--- config.mk ---
export PLATFORM = sky130hd
export DESIGN_NAME = queue_ctrl
export DESIGN_NICKNAME = d
export VERILOG_FILES = /design/src/rtl/queue_pkg.sv /design/src/rtl/queue_ptr.sv /design/src/rtl/queue_ctrl.sv
export SDC_FILE = /design/constraint.sdc
export NUM_CORES = 1
export LEC_CHECK = 0
export CAP_MARGIN = 20
export CORE_MARGIN = 2
export CORE_UTILIZATION = 47
export DETAILED_ROUTE_END_ITERATION = 16
export GPL_ROUTABILITY_DRIVEN = 1
export GPL_TIMING_DRIVEN = 0
export PLACE_DENSITY = 0.79
export SYNTH_ARGS = -nofsm -noshare
export SYNTH_HDL_FRONTEND = slang
export SYNTH_HIERARCHICAL = 1
export SYNTH_SLANG_ARGS = --single-unit
--- constraint.sdc ---
create_clock -name clk_i -period 2.7 [get_ports clk_i]
set_clock_uncertainty 0.1 [all_clocks]
set_input_delay 0.54 -clock clk_i [delete_from_list [all_inputs] [get_ports clk_i]]
set_output_delay 0.54 -clock clk_i [all_outputs]
set_load 0.1 [all_outputs]
--- src/rtl/queue_pkg.sv ---
// Shared sizing for the queue controller and its 1024x8 single-port RAM.
package queue_pkg;

  localparam int unsigned DATA_W  = 8;
  localparam int unsigned ADDR_W  = 10;
  localparam int unsigned DEPTH   = 2 ** ADDR_W;
  localparam int unsigned COUNT_W = ADDR_W + 1;

endpackage : queue_pkg

--- src/rtl/queue_ptr.sv ---
// Wrapping RAM pointer; advances by one when i_inc is set, wraps modulo 2**W.
module queue_ptr
  import queue_pkg::*;
#(
  parameter int unsigned W = ADDR_W
) (
  input  logic         i_clk,
  input  logic         i_rst_n,
  input  logic         i_inc,
  output logic [W-1:0] o_ptr
);

  always_ff @(posedge i_clk or negedge i_rst_n) begin
    if (!i_rst_n) begin
      o_ptr <= '0;
    end else if (i_inc) begin
      o_ptr <= o_ptr + W'(1);
    end
  end

endmodule : queue_ptr

--- src/rtl/queue_ctrl.sv ---
// Push/pop front end for a single-port queue RAM: fair arbitration, pointers,
// occupancy, registered RAM commands and registered read return.
module queue_ctrl
  import queue_pkg::*;
(
  input  logic               clk_i,
  input  logic               rst_n_i,
  input  logic               push_i,
  input  logic [DATA_W-1:0]  push_data_i,
  output logic               push_ready_o,
  input  logic               pop_i,
  output logic               pop_ready_o,
  output logic [DATA_W-1:0]  pop_data_o,
  output logic               pop_valid_o,
  output logic               full_o,
  output logic               empty_o,
  output logic [COUNT_W-1:0] count_o,
  output logic [ADDR_W-1:0]  ram_addr_o,
  output logic [DATA_W-1:0]  ram_wdata_o,
  output logic               ram_wen_o,
  output logic               ram_oen_o,
  input  logic [DATA_W-1:0]  ram_rdata_i
);

  logic                w_push_ok;
  logic                w_pop_ok;
  logic                w_grant_push;
  logic                w_grant_pop;
  logic [ADDR_W-1:0]   w_wr_ptr;
  logic [ADDR_W-1:0]   w_rd_ptr;
  logic [COUNT_W-1:0]  w_count_nxt;
  logic [COUNT_W-1:0]  r_count;
  logic                r_full;
  logic                r_empty;
  logic                r_prio;

  // Eligibility and arbitration; r_prio breaks ties (0 = push, 1 = pop).
  always_comb begin
    w_push_ok    = push_i && !r_full;
    w_pop_ok     = pop_i && !r_empty;
    w_grant_push = w_push_ok && (!w_pop_ok || !r_prio);
    w_grant_pop  = w_pop_ok && (!w_push_ok || r_prio);
    push_ready_o = !r_full && !(w_pop_ok && r_prio);
    pop_ready_o  = !r_empty && !(w_push_ok && !r_prio);
  end

  always_comb begin
    w_count_nxt = r_count;
    if (w_grant_push) begin
      w_count_nxt = r_count + COUNT_W'(1);
    end else if (w_grant_pop) begin
      w_count_nxt = r_count - COUNT_W'(1);
    end
  end

  queue_ptr #(.W(ADDR_W)) u_wr_ptr (
    .i_clk   (clk_i),
    .i_rst_n (rst_n_i),
    .i_inc   (w_grant_push),
    .o_ptr   (w_wr_ptr)
  );

  queue_ptr #(.W(ADDR_W)) u_rd_ptr (
    .i_clk   (clk_i),
    .i_rst_n (rst_n_i),
    .i_inc   (w_grant_pop),
    .o_ptr   (w_rd_ptr)
  );

  // Occupancy, flags and tie-break state; flags follow the registered count.
  always_ff @(posedge clk_i or negedge rst_n_i) begin
    if (!rst_n_i) begin
      r_count <= '0;
      r_full  <= 1'b0;
      r_empty <= 1'b1;
      r_prio  <= 1'b0;
    end else begin
      r_count <= w_count_nxt;
      r_full  <= (w_count_nxt == COUNT_W'(DEPTH));
      r_empty <= (w_count_nxt == '0);
      if (w_push_ok && w_pop_ok) begin
        r_prio <= !r_prio;
      end
    end
  end

  // RAM command stage; address and write data hold on idle cycles.
  always_ff @(posedge clk_i or negedge rst_n_i) begin
    if (!rst_n_i) begin
      ram_addr_o  <= '0;
      ram_wdata_o <= '0;
      ram_wen_o   <= 1'b0;
      ram_oen_o   <= 1'b0;
    end else begin
      ram_wen_o <= w_grant_push;
      ram_oen_o <= w_grant_pop;
      if (w_grant_push) begin
        ram_addr_o  <= w_wr_ptr;
        ram_wdata_o <= push_data_i;
      end else if (w_grant_pop) begin
        ram_addr_o <= w_rd_ptr;
      end
    end
  end

  // Read return: capture RAM output during the read cycle, strobe once.
  always_ff @(posedge clk_i or negedge rst_n_i) begin
    if (!rst_n_i) begin
      pop_data_o  <= '0;
      pop_valid_o <= 1'b0;
    end else begin
      pop_valid_o <= ram_oen_o;
      if (ram_oen_o) begin
        pop_data_o <= ram_rdata_i;
      end
    end
  end

  assign count_o = r_count;
  assign full_o  = r_full;
  assign empty_o = r_empty;

endmodule : queue_ctrl
======== After elaboration in Yosys (flattened, before gate mapping) ========
Index checks and enable logic that the tools add are counted.
storage, ports and cells
  logic and storage cells ................. 41
  bits of input ports ..................... 20
  flip-flop bits (word level) ............. 63
  output and inout bits ................... 44
operators by class
  $add $sub $neg .......................... 4
  multiplexer cells ....................... 4
  reductions and logical operators ........ 20
  equality and inequality tests ........... 1
operator list
  kind                     number
  $mux W11                 2
  $add A10 B1 Y10 const B  2
  $mux W10                 2
  $add A11 B1 Y11 const B  1
  $eq A11 B11 Y1 const B   1
  $logic_not A11 Y1        1
  $sub A11 B1 Y11 const B  1
  $logic_and A1 B1 Y1      9
  $logic_not A1 Y1         7
  $logic_or A1 B1 Y1       2
  $reduce_bool A2 Y1       1

======== Longest topological paths before layout ========
Gate-level depths: netlist (run 1).
  depth in word-level cells ............... 8
  mapped depth ............................ 9
  gate-level depth less buffers ........... 8

======== Hierarchy ========
The synthesis (run 1) kept the hierarchy.
modules (own cells, without submodules)
  module      times used  area an instance (µm²)  cells an instance
  queue_ctrl  1           1988.2                  191
  queue_ptr   2           434.2                   35

======== Worst setup path before layout (run 1) ========
Ideal clock, no wire load.
  path kind ............................... register -> output
  from .................................... reg r_empty (netlist: empty_o)
  to ...................................... out push_ready_o
  data required time ...................... 2.060 ns
  stages on the path, launching flop included .. 3
  path buffers ............................ 0
  arrival time ............................ 2.433 ns
  path slack .............................. -0.373 ns
  cells stage by stage .................... dfstp_2 > and3b_1 > nor2_1
on the way
  longest elaborated chain between the ends .. 5
ends and longest elaborated chain
  what                    line              text
  from (decl)             queue_ctrl.sv:34  logic r_empty;
  from (signal assigned)  queue_ctrl.sv:80  r_empty <= (w_count_nxt == '0);
  $logic_not A1 Y1        queue_ctrl.sv:40  w_pop_ok = pop_i && !r_empty;
  $logic_and A1 B1 Y1     queue_ctrl.sv:40
  $logic_and A1 B1 Y1     queue_ctrl.sv:43  push_ready_o = !r_full && !(w_pop_ok && r_prio);
  $logic_not A1 Y1        queue_ctrl.sv:43
  $logic_and A1 B1 Y1     queue_ctrl.sv:43
  to (decl)               queue_ctrl.sv:10  output logic push_ready_o,
Every way passes these cells.

======== Worst setup path in the final report (run 1) ========
  from .................................... reg r_empty (netlist: empty_o)
  to ...................................... reg r_empty (netlist: empty_o)
on the way
  longest elaborated chain between the ends .. 7
  elaborated cells on any way between the ends .. 9
ends and longest elaborated chain
  what                     line              text
  $logic_not A1 Y1 (*)     queue_ctrl.sv:40
  $logic_and A1 B1 Y1 (*)  queue_ctrl.sv:40
  $logic_not A1 Y1         queue_ctrl.sv:41  w_grant_push = w_push_ok && (!w_pop_ok || !r_prio);
  $logic_or A1 B1 Y1       queue_ctrl.sv:41
  $logic_and A1 B1 Y1      queue_ctrl.sv:41
  $mux W11 (*)             queue_ctrl.sv:49  if (w_grant_push) begin
  via w_count_nxt[6]       queue_ctrl.sv:31  logic [COUNT_W-1:0] w_count_nxt;
  $logic_not A11 Y1 (*)    queue_ctrl.sv:80
The timed path passes the listed nets; every way through them passes the cells marked *.
A chain may end at the register's enable or synchronous reset.

==> flow_summary.toml, run 1 <==
[routing]
drtAntennaViolNets = 0
wl_per_cell_um = 15.1
vias = 2250
drt_pass1_iterations = 4
dr_wl_met2_um = 3160
first_iter_violations = 171
wl_um = 6370
route.met3.wl_um = 271
drc = 0
top_layer = "met4"
vias_per_cell = 5.33
m1WireLength_um = 2790

[placed_design]
post-place-ws_ns = -0.457
port-buffer-count = 63
dp_hpwl_um = 4410
routabilityCongestion = 0.813

[floorplanning]
coreArea_mm2 = 0.00589
boundaryPins = 64
die-height_um = 82.0
die_w_um = 82.0
initial_core_util_pct = 48.5
rows = 28
dieArea_mm2 = 0.00672

[final_layout]
fin_nets = 366
area_growth_syn_to_layout_pct = 38.3
drive_gt1_share_pct = 19.3
antenna_cells = 0

[yosys]
syn_area_per_cell_um2 = 10.9
seq_area_frac_synth_pct = 55.2
synthFlopType = "dfrtp_1"
synth_cells = 261
synthMuxAreaShare_pct = 4.69
synth_warnings = 6
synth_top_family_by_area = "simple AND/OR/NAND/NOR gates"
synth_area_leaders = "dfrtp_1, xor2_1, nand2_1"
syn-num-nets = 285
synth.top_cell.area_share_pct = 54.3
synth.lib_cells_used.distinct = 46
synth_edf_count = 0
synth-adder-area-share_pct = 1.75
yosys.area_share.simple_pct = 21.3
yosysTopAreaCell = "dfrtp_1"
synth-xor-area-share_pct = 8.89
syn_area_mm2 = 0.00286
synth_compound_area_share_pct = 6.13
ys_async_sr_fraction_pct = 100
synth-seq-cells = 63

[worst_setup_path]
worst_path_largest_cell_delay_ns = 0.63
crit_slowest_cell = "dfstp_4"
crit_path_start_kind = "flip-flop"
crit_chain = "and3b_2 -> or2_1 -> buf_6 -> o31ai_4 -> xor2_1 -> or4b_4 -> nor4b_4"
crit_required_ns = 2.84
crit_type = "flip-flop to flip-flop"
path_max_fanout = 5
end_kind = "flip-flop"
cp.arrival_ns = 2.81

[global_route]
grt_overflow = 0
antenna_found_initial = 0
grt_max_degree = 34
grt_use_total_pct = 20.6
grt_pass1_wl_um = 10200
grt_pass1_vias = 2159

[cts]
clk_path_buf_depth = 2
htreeDepth = 3
clkTransAtPathRegs_ns = 0.07
clk_latency_ns = 0.34
cts.sinks = 63
tritoncts = "yes"
clock-root-buffer = "clkbuf_8"
cts_buffers = 9

[outcome]
status = "finished, final reports clean"

[sta]
max_slew_margin_pct = 33.6
layout_setup_ws_ns = 0.0331
setup_viol = 0
fin_crit_sh_pct = 98.8
max_freq_ghz = 0.375
fin_crit_ns = 2.67
holdWs_ns = 0.146
final_hold_viol_count = 0
slew_viol_final = 0
worst_pin_slew_ns = 0.992

[run]
maxCapViolations = 0

[hold_path]
min-delay-path-class = "primary input to async pin"
-- cells in the final DEF (no fill, tap or decap), types with 2 or more instances in the layout --
master           instances
dfrtp_1                 57
clkdlybuf4s50_1         56
nand2_1                 39
nor2_1                  32
xor2_1                  17
xnor2_1                 12
clkbuf_8                12
o22ai_1                 11
mux2_2                  11
nand4_1                  8
buf_4                    7
inv_1                    5
clkbuf_1                 5
nor3_2                   5
nand3_1                  5
dfrtp_2                  5
ha_1                     4
a21oi_1                  3
dlymetal6s2s_1           3
or4_1                    2
nor3_1                   2
or3_1                    2
nand3b_1                 2
buf_2                    2
nor2_2                   2
clkinv_2                 2
clkdlybuf4s15_2          2
nand4_2                  2
-- stage by stage --
step           std cells  area, um2  util, %  setup TNS (ns)
3_3_place_gp         399       3600     61.2          -66.28
4_1_cts              417       3860     65.6               0
2_1_floorplan        261       2880        -               0
6_report             422       3950     67.1               0
3_5_place_dp         400       3620     61.5           -1.79
5_1_grt              422       3950     67.1         -0.0334
-- synthesized netlist by cell type, drive strengths merged, types with 2 or more instances --
cell type,number
nand3,5
nor2,34
or4,2
dfrtp,62
mux2,11
xnor2,12
nand2b,2
a21oi,3
nor3,8
inv,6
buf,4
ha,4
xor2,17
nand4,10
or2,2
a2bb2oi,2
or3,2
nand2,39
clkbuf,4
o22ai,12
nand3b,2
-- final cells by class --
| cell class | count | area [um2] |
|---|---|---|
| Multi-Input combinational cell | 184 | 1280 |
| Fill cell | 439 | 1930 |
| Sequential cell | 63 | 1590 |
| Tap cell | 75 | 93.8 |
| Inverter | 6 | 35.0 |
| Clock inverter | 3 | 40.0 |
| Clock buffer | 13 | 169 |
| Timing Repair Buffer | 70 | 699 |
| Buffer | 8 | 42.5 |
-- per-layer routing --
layer  track usage [%]  vias to the layer above
met2              31.5                       68
met4              11.2                        0
li1                  -                     1063
met5                 0                        -
met3              4.62                       17
met1              27.1                     1102
-- final timing paths --
check	slack, ns	startpoint	endpoint	cells after the start
setup / recovery	0.03	empty_o	empty_o	7
hold reg to reg	0.32	ram_oen_o	pop_valid_o	0
max in group asynchronous	1.66	rst_n_i	empty_o	2
setup reg to reg	0.03	empty_o	empty_o	7
min in group clk_i	0.32	ram_oen_o	pop_valid_o	0
hold / removal	0.15	rst_n_i	u_rd_ptr/o_ptr[1]	1
-- critical path, delay by kind of cell (launching register included) --
kind                      cells  cell delay (ns)
DFF                           1             0.63
xor gates and xnor gates      1             0.12
buffers and inverters         1             0.15
and+or+nand+nor               4             1.40
AOI/OAI and AO/OA             1             0.19
-- cells by family (layout without fill, tap and decap cells) --
| family | count (synthesis) | in the layout |
|---|---|---|
| AND/OR/NAND/NOR | 114 | 114 |
| XOR/XNOR | 29 | 29 |
| flip-flops | 63 | 63 |
| adder cells (fa/ha/maj) | 4 | 4 |
| AO/OA/AOI/OAI | 25 | 25 |
| buffers and inverters | 14 | 100 |
| multiplexers | 12 | 12 |
-- registers in the layout, summed over array words and instances, names as in the netlist --
signal / cells
empty_o: 1
r_prio: 1
ram_oen_o: 1
pop_valid_o: 1
u_wr_ptr/o_ptr: 10
ram_addr_o: 10
count_o: 11
pop_data_o: 8
u_rd_ptr/o_ptr: 10
ram_wdata_o: 8
ram_wen_o: 1
full_o: 1
-- timing repair --
action                                  CTS  global route
pin swaps                                 0             7
hold buffers                              0             0
endpoints found under the setup margin    5             3
gates resized for setup                  13            15
buffers inserted                          1             5
Power of run 1 is left out: the tool's default activity adds up to more than one toggle a clock period on the data nets, which glitch-free logic cannot reach.
==> run 2: changes to the inputs <==
--- a/config.mk
+++ b/config.mk
@@ -12,6 +12,7 @@
 export GPL_ROUTABILITY_DRIVEN = 1
 export GPL_TIMING_DRIVEN = 0
 export PLACE_DENSITY = 0.79
+export RECOVER_POWER = 50
 export SYNTH_ARGS = -nofsm -noshare
 export SYNTH_HDL_FRONTEND = slang
 export SYNTH_HIERARCHICAL = 1
==> flow_summary.toml, run 2 (same netlist as run 1, synthesis figures left out) <==
[final_layout]
final_cell_mix = "dfrtp_1, clkdlybuf4s50_1, nand2_1"
largest_reg_flops = 11
layout_commonest_cell = "dfrtp_1"
area_growth_syn_to_layout_pct = 38.3
n_fill_cell = 440
antenna_cells = 0
drive_gt1_share_pct = 19.0
final_area_mm2 = 0.00395
fin_nets = 366

[floorplanning]
coreArea_mm2 = 0.00589
initial_core_util_pct = 48.5
rows = 28
dieArea_mm2 = 0.00672
die_w_um = 82.0
boundaryPins = 64
die-height_um = 82.0

[worst_setup_path]
r2r_slack_ns = 0.03
crit_start = "empty_o"
crit_type = "flip-flop to flip-flop"
cp.arrival_ns = 2.81
crit_required_ns = 2.84
end_kind = "flip-flop"
crit_path_start_kind = "flip-flop"
r2r_start = "empty_o"
path_max_fanout = 5

[routing]
drc = 0
first_iter_violations = 171
drtAntennaViolNets = 0
drt_pass1_iterations = 4
vias = 2250
vias_per_cell = 5.33
wl_per_cell_um = 15.1
wl_um = 6370

[placed_design]
place_area_mm2 = 0.00362
port-buffer-count = 63
dp_hpwl_um = 4410
routabilityCongestion = 0.813
post-place-ws_ns = -0.457

[outcome]
violations = "capacitance limit, slew limit"
status = "finished with violations"

[global_route]
grt_pass1_wl_um = 10200
grt_overflow = 0
grt_pass1_vias = 2159
grt_use_total_pct = 20.6
antenna_found_initial = 0
grt_max_degree = 34

[hold_path]
min-delay-start = "ram_oen_o"
min-delay-path-class = "flip-flop to flip-flop"

[cts]
clock-root-buffer = "clkbuf_8"
clkTransAtPathRegs_ns = 0.07
tritoncts = "yes"
clk_path_buf_depth = 2
clk_latency_ns = 0.34
htreeDepth = 3
ctsHoldBuffers = 0
cts.sinks = 63
cts_buffers = 9

[sta]
max_slew_margin_pct = -12.9
setup_viol = 0
tns_ns = 0
worst_pin_slew_ns = 1.69
layout_setup_ws_ns = 0.0331
fin_crit_sh_pct = 98.8
max_freq_ghz = 0.375
slew_viol_final = 31
fin_crit_ns = 2.67
final_hold_viol_count = 0
holdWs_ns = 0.318

[run]
maxCapViolations = 1
==> run 2: changes by cell type in the layout (fill, tap and decap cells not counted), sizes merged <==
cell,delta
buf,-1
clkbuf,+1
==> run 2: final timing paths <==
kind | end | depth (start not counted)
setup / recovery | empty_o | 7
hold / removal | pop_valid_o | 0
setup reg to reg | empty_o | 7
hold reg to reg | pop_valid_o | 0
max in group asynchronous | ram_wdata_o[5] | 1
min in group asynchronous | u_rd_ptr/o_ptr[1] | 1
==> run 2: final cells by class <==
class / count / area [um2] / share of cell area [%]
repair buffers: 70 / 698 / 17.7
flip-flops and latches: 63 / 1590 / 40.2
multi-input cells: 184 / 1280 / 32.5
well taps: 75 / 93.8 / 2.38
inverters: 6 / 35.0 / 0.887
clock buffers: 13 / 169 / 4.28
plain buffers: 8 / 42.5 / 1.08
clock inverters: 3 / 40.0 / 1.01
==> run 2: per-stage QoR <==
stage               util [%]  instances
floorplan                  -        261
global placement        61.2        399
detailed placement      61.5        400
CTS                     65.6        417
global route            67.1        422
finish                  67.1        422
==> run 2: timing repair <==
item                                    in CTS  in global routing
resized for setup                           13                 15
setup buffers                                1                  5
pin swaps                                    0                  7
endpoints found under the setup margin       5                  3
==> run 2: critical path: stages (launching register included) <==
cell and delay, ns:
dfstp_4 0.63, and3b_2 0.27, or2_1 0.26, buf_6 0.15, o31ai_4 0.19, xor2_1 0.12, or4b_4 0.58, nor4b_4 0.29
==> run 2: per-layer routing <==
metal	track usage, %	share of wire, %
met1	27.1	44
met3	4.62	4.2
met5	0	0
met2	31.5	50
met4	11.2	2.2
Power of run 2 is left out for the same reason.
==> run 3: changes to the inputs <==
--- a/config.mk
+++ b/config.mk
@@ -7,12 +7,13 @@
 export LEC_CHECK = 0
 export CAP_MARGIN = 20
 export CORE_MARGIN = 2
-export CORE_UTILIZATION = 47
+export CORE_UTILIZATION = 49
 export DETAILED_ROUTE_END_ITERATION = 16
 export GPL_ROUTABILITY_DRIVEN = 1
 export GPL_TIMING_DRIVEN = 0
-export PLACE_DENSITY = 0.79
+export PLACE_DENSITY = 0.82
 export RECOVER_POWER = 50
+export SETUP_SLACK_MARGIN = 0.05
 export SYNTH_ARGS = -nofsm -noshare
 export SYNTH_HDL_FRONTEND = slang
 export SYNTH_HIERARCHICAL = 1
==> flow_summary.toml, run 3 (same netlist as run 1, synthesis figures left out) <==
[final_layout]
fin_nets = 366
area_growth_syn_to_layout_pct = 37.4
final_cell_mix = "dfrtp_1, clkdlybuf4s50_1, nand2_1"
largest_reg_flops = 11
layout_commonest_cell = "dfrtp_1"
antenna_cells = 0
drive_gt1_share_pct = 18.7
fin_cells = 419

[routing]
vias_per_cell = 5.25
wl_um = 6260
wl_per_cell_um = 14.9
first_iter_violations = 118
vias = 2199
drtAntennaViolNets = 0
drc = 0
drt_pass1_iterations = 4

[global_route]
grt_pass1_vias = 2180
grt_pass1_wl_um = 10100
antenna_found_initial = 0
grt_overflow = 0
grt_use_total_pct = 20.8
grt_max_degree = 34

[cts]
htreeDepth = 3
clk_latency_ns = 0.33
tritoncts = "yes"
cts.sinks = 63
cts_buffers = 9
clk_path_buf_depth = 2
clock-root-buffer = "clkbuf_8"
clkTransAtPathRegs_ns = 0.07

[worst_setup_path]
end_kind = "output port"
crit_required_ns = 2.06
cp.arrival_ns = 2.00
crit_path_start_kind = "flip-flop"
r2r_start = "empty_o"
r2r_cells = 7
worstReg2RegEnd = "full_o"
crit_type = "flip-flop to output port"
path_max_fanout = 6
r2r_slack_ns = 0.09

[floorplanning]
dieArea_mm2 = 0.00646
initial_core_util_pct = 51.2
rows = 27
die-height_um = 80.4
coreArea_mm2 = 0.00557
die_w_um = 80.4
boundaryPins = 64

[outcome]
violations = "capacitance limit, slew limit"
status = "finished with violations"

[sta]
max_freq_ghz = 0.378
max_slew_margin_pct = -14.4
fin_crit_ns = 2.64
layout_setup_ws_ns = 0.0564
slew_viol_final = 31
rsz0062_at_grt = "yes"
fin_crit_sh_pct = 97.9
worst_pin_slew_ns = 1.72
final_hold_viol_count = 0
tns_ns = 0
setup_viol = 0

[placed_design]
placed_cells = 397
post-place-ws_ns = -0.458
dp_hpwl_um = 4290
routabilityCongestion = 0.850
port-buffer-count = 63

[hold_path]
min-delay-path-class = "flip-flop to flip-flop"
hold_end = "pop_valid_o"
worstHoldPathCells = 0
min-delay-start = "ram_oen_o"

[run]
maxCapViolations = 1
[run 3: final cells by class]
class | count | area, um2
clock buffer | 13 | 179
tap | 72 | 90.1
multi-input combinational | 184 | 1280
clock inverter | 3 | 23.8
inverter | 6 | 27.5
timing repair buffer | 70 | 697
fill | 420 | 1650
buffer | 8 | 33.8
sequential | 63 | 1590
[run 3: layer usage]
metal	wire (um)	vias up	global-route usage (%)
met5	0	-	0
met4	89	0	9.66
met3	198	6	3.60
met2	3190	54	34.2
met1	2790	1067	26.7
li1	-	1072	-
[run 3: worst max-delay path by stage]
stage | start | to | slack, ns | depth (start not counted)
global route | empty_o | push_ready_o | 0.02 | 4
floorplan | empty_o | full_o | 0.05 | 7
finish | empty_o | push_ready_o | 0.06 | 4
global placement | rst_n_i | count_o[0] | -1.42 | 1
CTS | count_o[0] | full_o | 0.002 | 8
detailed placement | pop_i | push_ready_o | -0.46 | 4
[run 3: critical path, stage by stage (launching register included)]
cell and delay, ns:
dfstp_4 0.66, and3b_2 0.26, buf_4 0.14, nor2_2 0.06
clkdlybuf4s15_2 0.55
[run 3: through the flow]
step                area (um2)  utilization, %  hold slack, ns
global route              3920            70.4           0.309
floorplan                 2890               -           0.144
finish                    3920            70.4           0.296
global placement          3610            64.7           0.281
detailed placement        3620            65.0           0.287
CTS                       3850            69.1           0.169
[run 3: repair_timing]
item / 4_1_cts / 5_1_grt
endpoints found under the setup margin: 5 / 5
resized for setup: 9 / 12
hold buffers: 0 / 0
setup buffers: 3 / 3
cloned: 0 / 0
pin swaps: 0 / 2
Power of run 3 is left out for the same reason.
==> RTL change 1, RTL diff (settings of run 1) <==
Put one more register stage on the output `count_o`, without a reset. The value now appears one clock later. The other outputs are not delayed to match.
--- a/src/rtl/queue_ctrl.sv
+++ b/src/rtl/queue_ctrl.sv
@@ -116,7 +116,9 @@
     end
   end
 
-  assign count_o = r_count;
+  always_ff @(posedge clk_i) begin
+    count_o <= r_count;
+  end
   assign full_o  = r_full;
   assign empty_o = r_empty;
 
Function: changed (Yosys sat finds a counterexample within 4 cycles, from zero or initial values and one cycle with rst_n_i low).
==> RTL change 1 against run 1 <==
- fmax is 1.8% higher
- routed wire length fell by 2.0%
- worst setup slack better by 0.048 ns
- sequential share of layout area rose by 3.4 points
- synthesized area is 7.5% higher
- worst hold slack improved by 0.054 ns
- utilization shrank 1.9 points
- count of clock-buffer cells in the layout is 3 lower
- synthesized cell count is 4.2% lower
- cell area is 4.8% higher
- final cell count is 2.8% lower
- sequential cell count increased by 11
Power is left out: the tool's default activity adds up to more than one toggle a clock period on the data nets, which glitch-free logic cannot reach.
==> RTL change 1: results <==
{
  "cts_buffer_depth": 2,
  "vias_per_cell": 5.40,
  "clock_latency_ns": 0.35,
  "outcome": "complete, no violations",
  "cts_root_buf": "clkbuf_8",
  "largestRegisters": "count_o: 11 flops, r_count: 11 flops",
  "synthTopCellsByCount": "dfrtp_1, mux2_2, nor2_1",
  "grt_usage_pct": 18.8,
  "ys_warn_count": 6,
  "firstDrtPassIters": 5,
  "async_flop_share_pct": 85.1,
  "finalWeightedCongestion": 0.865,
  "syn-num-nets": 274,
  "wl_um": 6240,
  "synthXorXnorAreaFrac_pct": 8.27,
  "tightest_slew_ns": 0.978,
  "cts-buffers-inserted": 9,
  "final_nets": 353,
  "yosys-top-cells-area": "dfrtp_1, dfxtp_1, mux2_2, xnor2_1, xor2_1",
  "grt_start_max_net_pins": 39,
  "dp_hpwl_um": 4180,
  "dp_slack_ns": -0.519,
  "startpoint": "push_i",
  "arrival_ns": 2.77,
  "io_buffers": 63,
  "cp_max_fo": 4,
  "synth_mux_area_share_pct": 7.29,
  "n_antenna_cell": 0,
  "drtIter0Drc": 120,
  "grt_first_pass_wirelength_um": 10500,
  "min_path_type": "input pin to asynchronous set/reset pin",
  "r2r-start": "r_count[3]",
  "drive_gt1_share_pct": 22.5,
  "cpMaxStageDelayCell": "clkdlybuf4s50_1",
  "synth_cell_types": 49,
  "crit_family": "simple AND/OR/NAND/NOR gates",
  "synth_compound_area_share_pct": 6.19,
  "antenna_found_initial": 0,
  "grt_pass1_vias": 2211,
  "clkTransAtPathRegs_ns": 0.08,
  "yosysSeqAreaShare_pct": 58.5,
  "synthAdderAreaFrac_pct": 1.63,
  "cpPeakStageDelay_ns": 0.53,
  "htreeDepth": 3
}
## RTL change 1: stage by stage
step,cells,util [%],cell area [µm²],TNS (ns)
floorplan,250,-,3080,0
global placement,390,60.0,3810,-69.02
detailed placement,391,60.2,3820,-6.92
CTS,410,64.6,4100,-0.101
global route,410,65.2,4140,-0.0216
finish,410,65.2,4140,0
## RTL change 1: repair_timing
action,4_1_cts,5_1_grt
pin swaps,1,2
gates resized for setup,10,15
buffers inserted,4,1
endpoints found under the setup margin,10,8
cloned,0,0
## RTL change 1: path summary, 6_finish.rpt
path                              endpoint  slack, ns  cells after the start
min in group clk_i              count_o[3]       0.27                      0
worst min-delay path             ram_wen_o       0.20                      1
worst max-delay path                full_o       0.08                      7
max in group asynchronous       r_count[0]       1.66                      2
worst max register to register      full_o       0.08                      7
worst min register to register  count_o[3]       0.27                      0
## RTL change 1: logic make-up after synthesis
logic type | Yosys count
buf+inv | 23
compound gates | 23
flops | 74
mux | 20
simple gates | 77
xor+xnor | 29
fa+ha+maj | 4
## RTL change 1: routing by layer
layer	part of all wire [%]	track usage, %	wire length (µm)	vias up
met5	0	0	0	-
met3	5.5	5.93	346	8
li1	-	-	-	1042
met1	45	25.5	2790	1096
met2	48	28.5	3010	68
met4	1.5	7.22	95	0
## RTL change 1: layout make-up
cell class                 instances  area [µm²]
buffer                             8        45.0
clock buffer                      10         128
clock inverter                     5         104
fill                             482        2210
inverter                          14        52.6
multi-input combinational        153        1230
sequential                        74        1810
tap                               77        96.3
timing repair buffer              69         681
==> RTL change 2, RTL diff (settings of run 1) <==
Without the edit above. The package constant `DATA_W` goes from 8 to 6.
--- a/src/rtl/queue_pkg.sv
+++ b/src/rtl/queue_pkg.sv
@@ -1,7 +1,7 @@
 // Shared sizing for the queue controller and its 1024x8 single-port RAM.
 package queue_pkg;
 
-  localparam int unsigned DATA_W  = 8;
+  localparam int unsigned DATA_W  = 6;
   localparam int unsigned ADDR_W  = 10;
   localparam int unsigned DEPTH   = 2 ** ADDR_W;
   localparam int unsigned COUNT_W = ADDR_W + 1;
Ports: changed (resized pop_data_o, push_data_i, ram_rdata_i and ram_wdata_o); port bits go from 64 to 56. No check against the original RTL was run, so the function may have changed too.
==> RTL change 2 against run 1 <==
- via count is 8.0% lower
- worst setup slack better by 0.045 ns
- register-to-register slack better by 0.23 ns
- synthesized area shrank 5.5%
- cell area shrank 7.2%
- sequential cell count decreased by 4
- routed wire length is 11% lower
Power is left out: the tool's default activity adds up to more than one toggle a clock period on the data nets, which glitch-free logic cannot reach.
==> RTL change 2: results <==
{
  "syn-num-nets": 268,
  "regToRegSetupSlack_ns": 0.26,
  "grt_use_met3_pct": 6.33,
  "synthCells": 248,
  "routed.top_layer": "met4",
  "startpoint": "pop_i",
  "cts_root_buf": "clkbuf_8",
  "grtUsageMet2_pct": 31.2,
  "cpMaxStageDelayCell": "or4_4",
  "outcome": "complete, no violations",
  "synthXorXnorAreaFrac_pct": 9.41,
  "synthTopCellsByCount": "dfrtp_1, nor2_1, nand2_1",
  "wl_per_cell_um": 14.4,
  "met1_usage_pct": 26.2,
  "wl_met1_um": 2590,
  "synth_cell_types": 43,
  "wl_met3_um": 256,
  "dp_hpwl_um": 3990,
  "dp.cells": 376,
  "wl_met2_um": 2750,
  "cts_resized": 13,
  "final_nets": 337,
  "placedInstanceArea_um2": 3370,
  "vias": 2070,
  "arrival_ns": 2.77,
  "r2r-start": "count_o[3]",
  "yosys-top-cells-area": "dfrtp_1, xor2_1, nor2_1, nand2_1, mux2_2",
  "synth_compound_area_share_pct": 5.84,
  "yosysSeqAreaShare_pct": 54.7,
  "finalWeightedCongestion": 0.831,
  "io_buffers": 55,
  "grt_usage_pct": 19.9,
  "drtIter0Drc": 99,
  "grt_first_pass_wirelength_um": 9590,
  "dp_slack_ns": -0.486,
  "timing.final.crit_share_pct": 97.1,
  "synth_mux_area_share_pct": 4.08,
  "grt_pass1_vias": 2048,
  "wl_um": 5670
}
[RTL change 2: cell count changes in the layout (fill, tap and decap cells not counted), sizes merged, moves of 3 or more]
| cell | delta |
|---|---|
| dfrtp | -4 |
| nand4 | +3 |
| mux2 | -3 |
| nand2 | -7 |
| buf | -6 |
| clkdlybuf4s50 | -7 |
[RTL change 2: path summary, 6_finish.rpt]
path	end	depth (start not counted)
worst max-delay path	empty_o	8
worst min-delay path	pop_data_o[0]	1
worst max register to register	empty_o	7
worst min register to register	pop_valid_o	0
max in group asynchronous	u_wr_ptr/o_ptr[5]	2
min in group clk_i	pop_valid_o	0
[RTL change 2: cell type report]
type                       count  area, µm²  area share (%)
tap                           72       90.1            2.46
multi-input combinational    177       1230            33.4
clock inverter                 5       75.1            2.05
inverter                       6       25.0           0.682
clock buffer                  11        151            4.13
timing repair buffer          58        587            16.0
buffer                         6       27.5           0.751
sequential                    59       1490            40.5
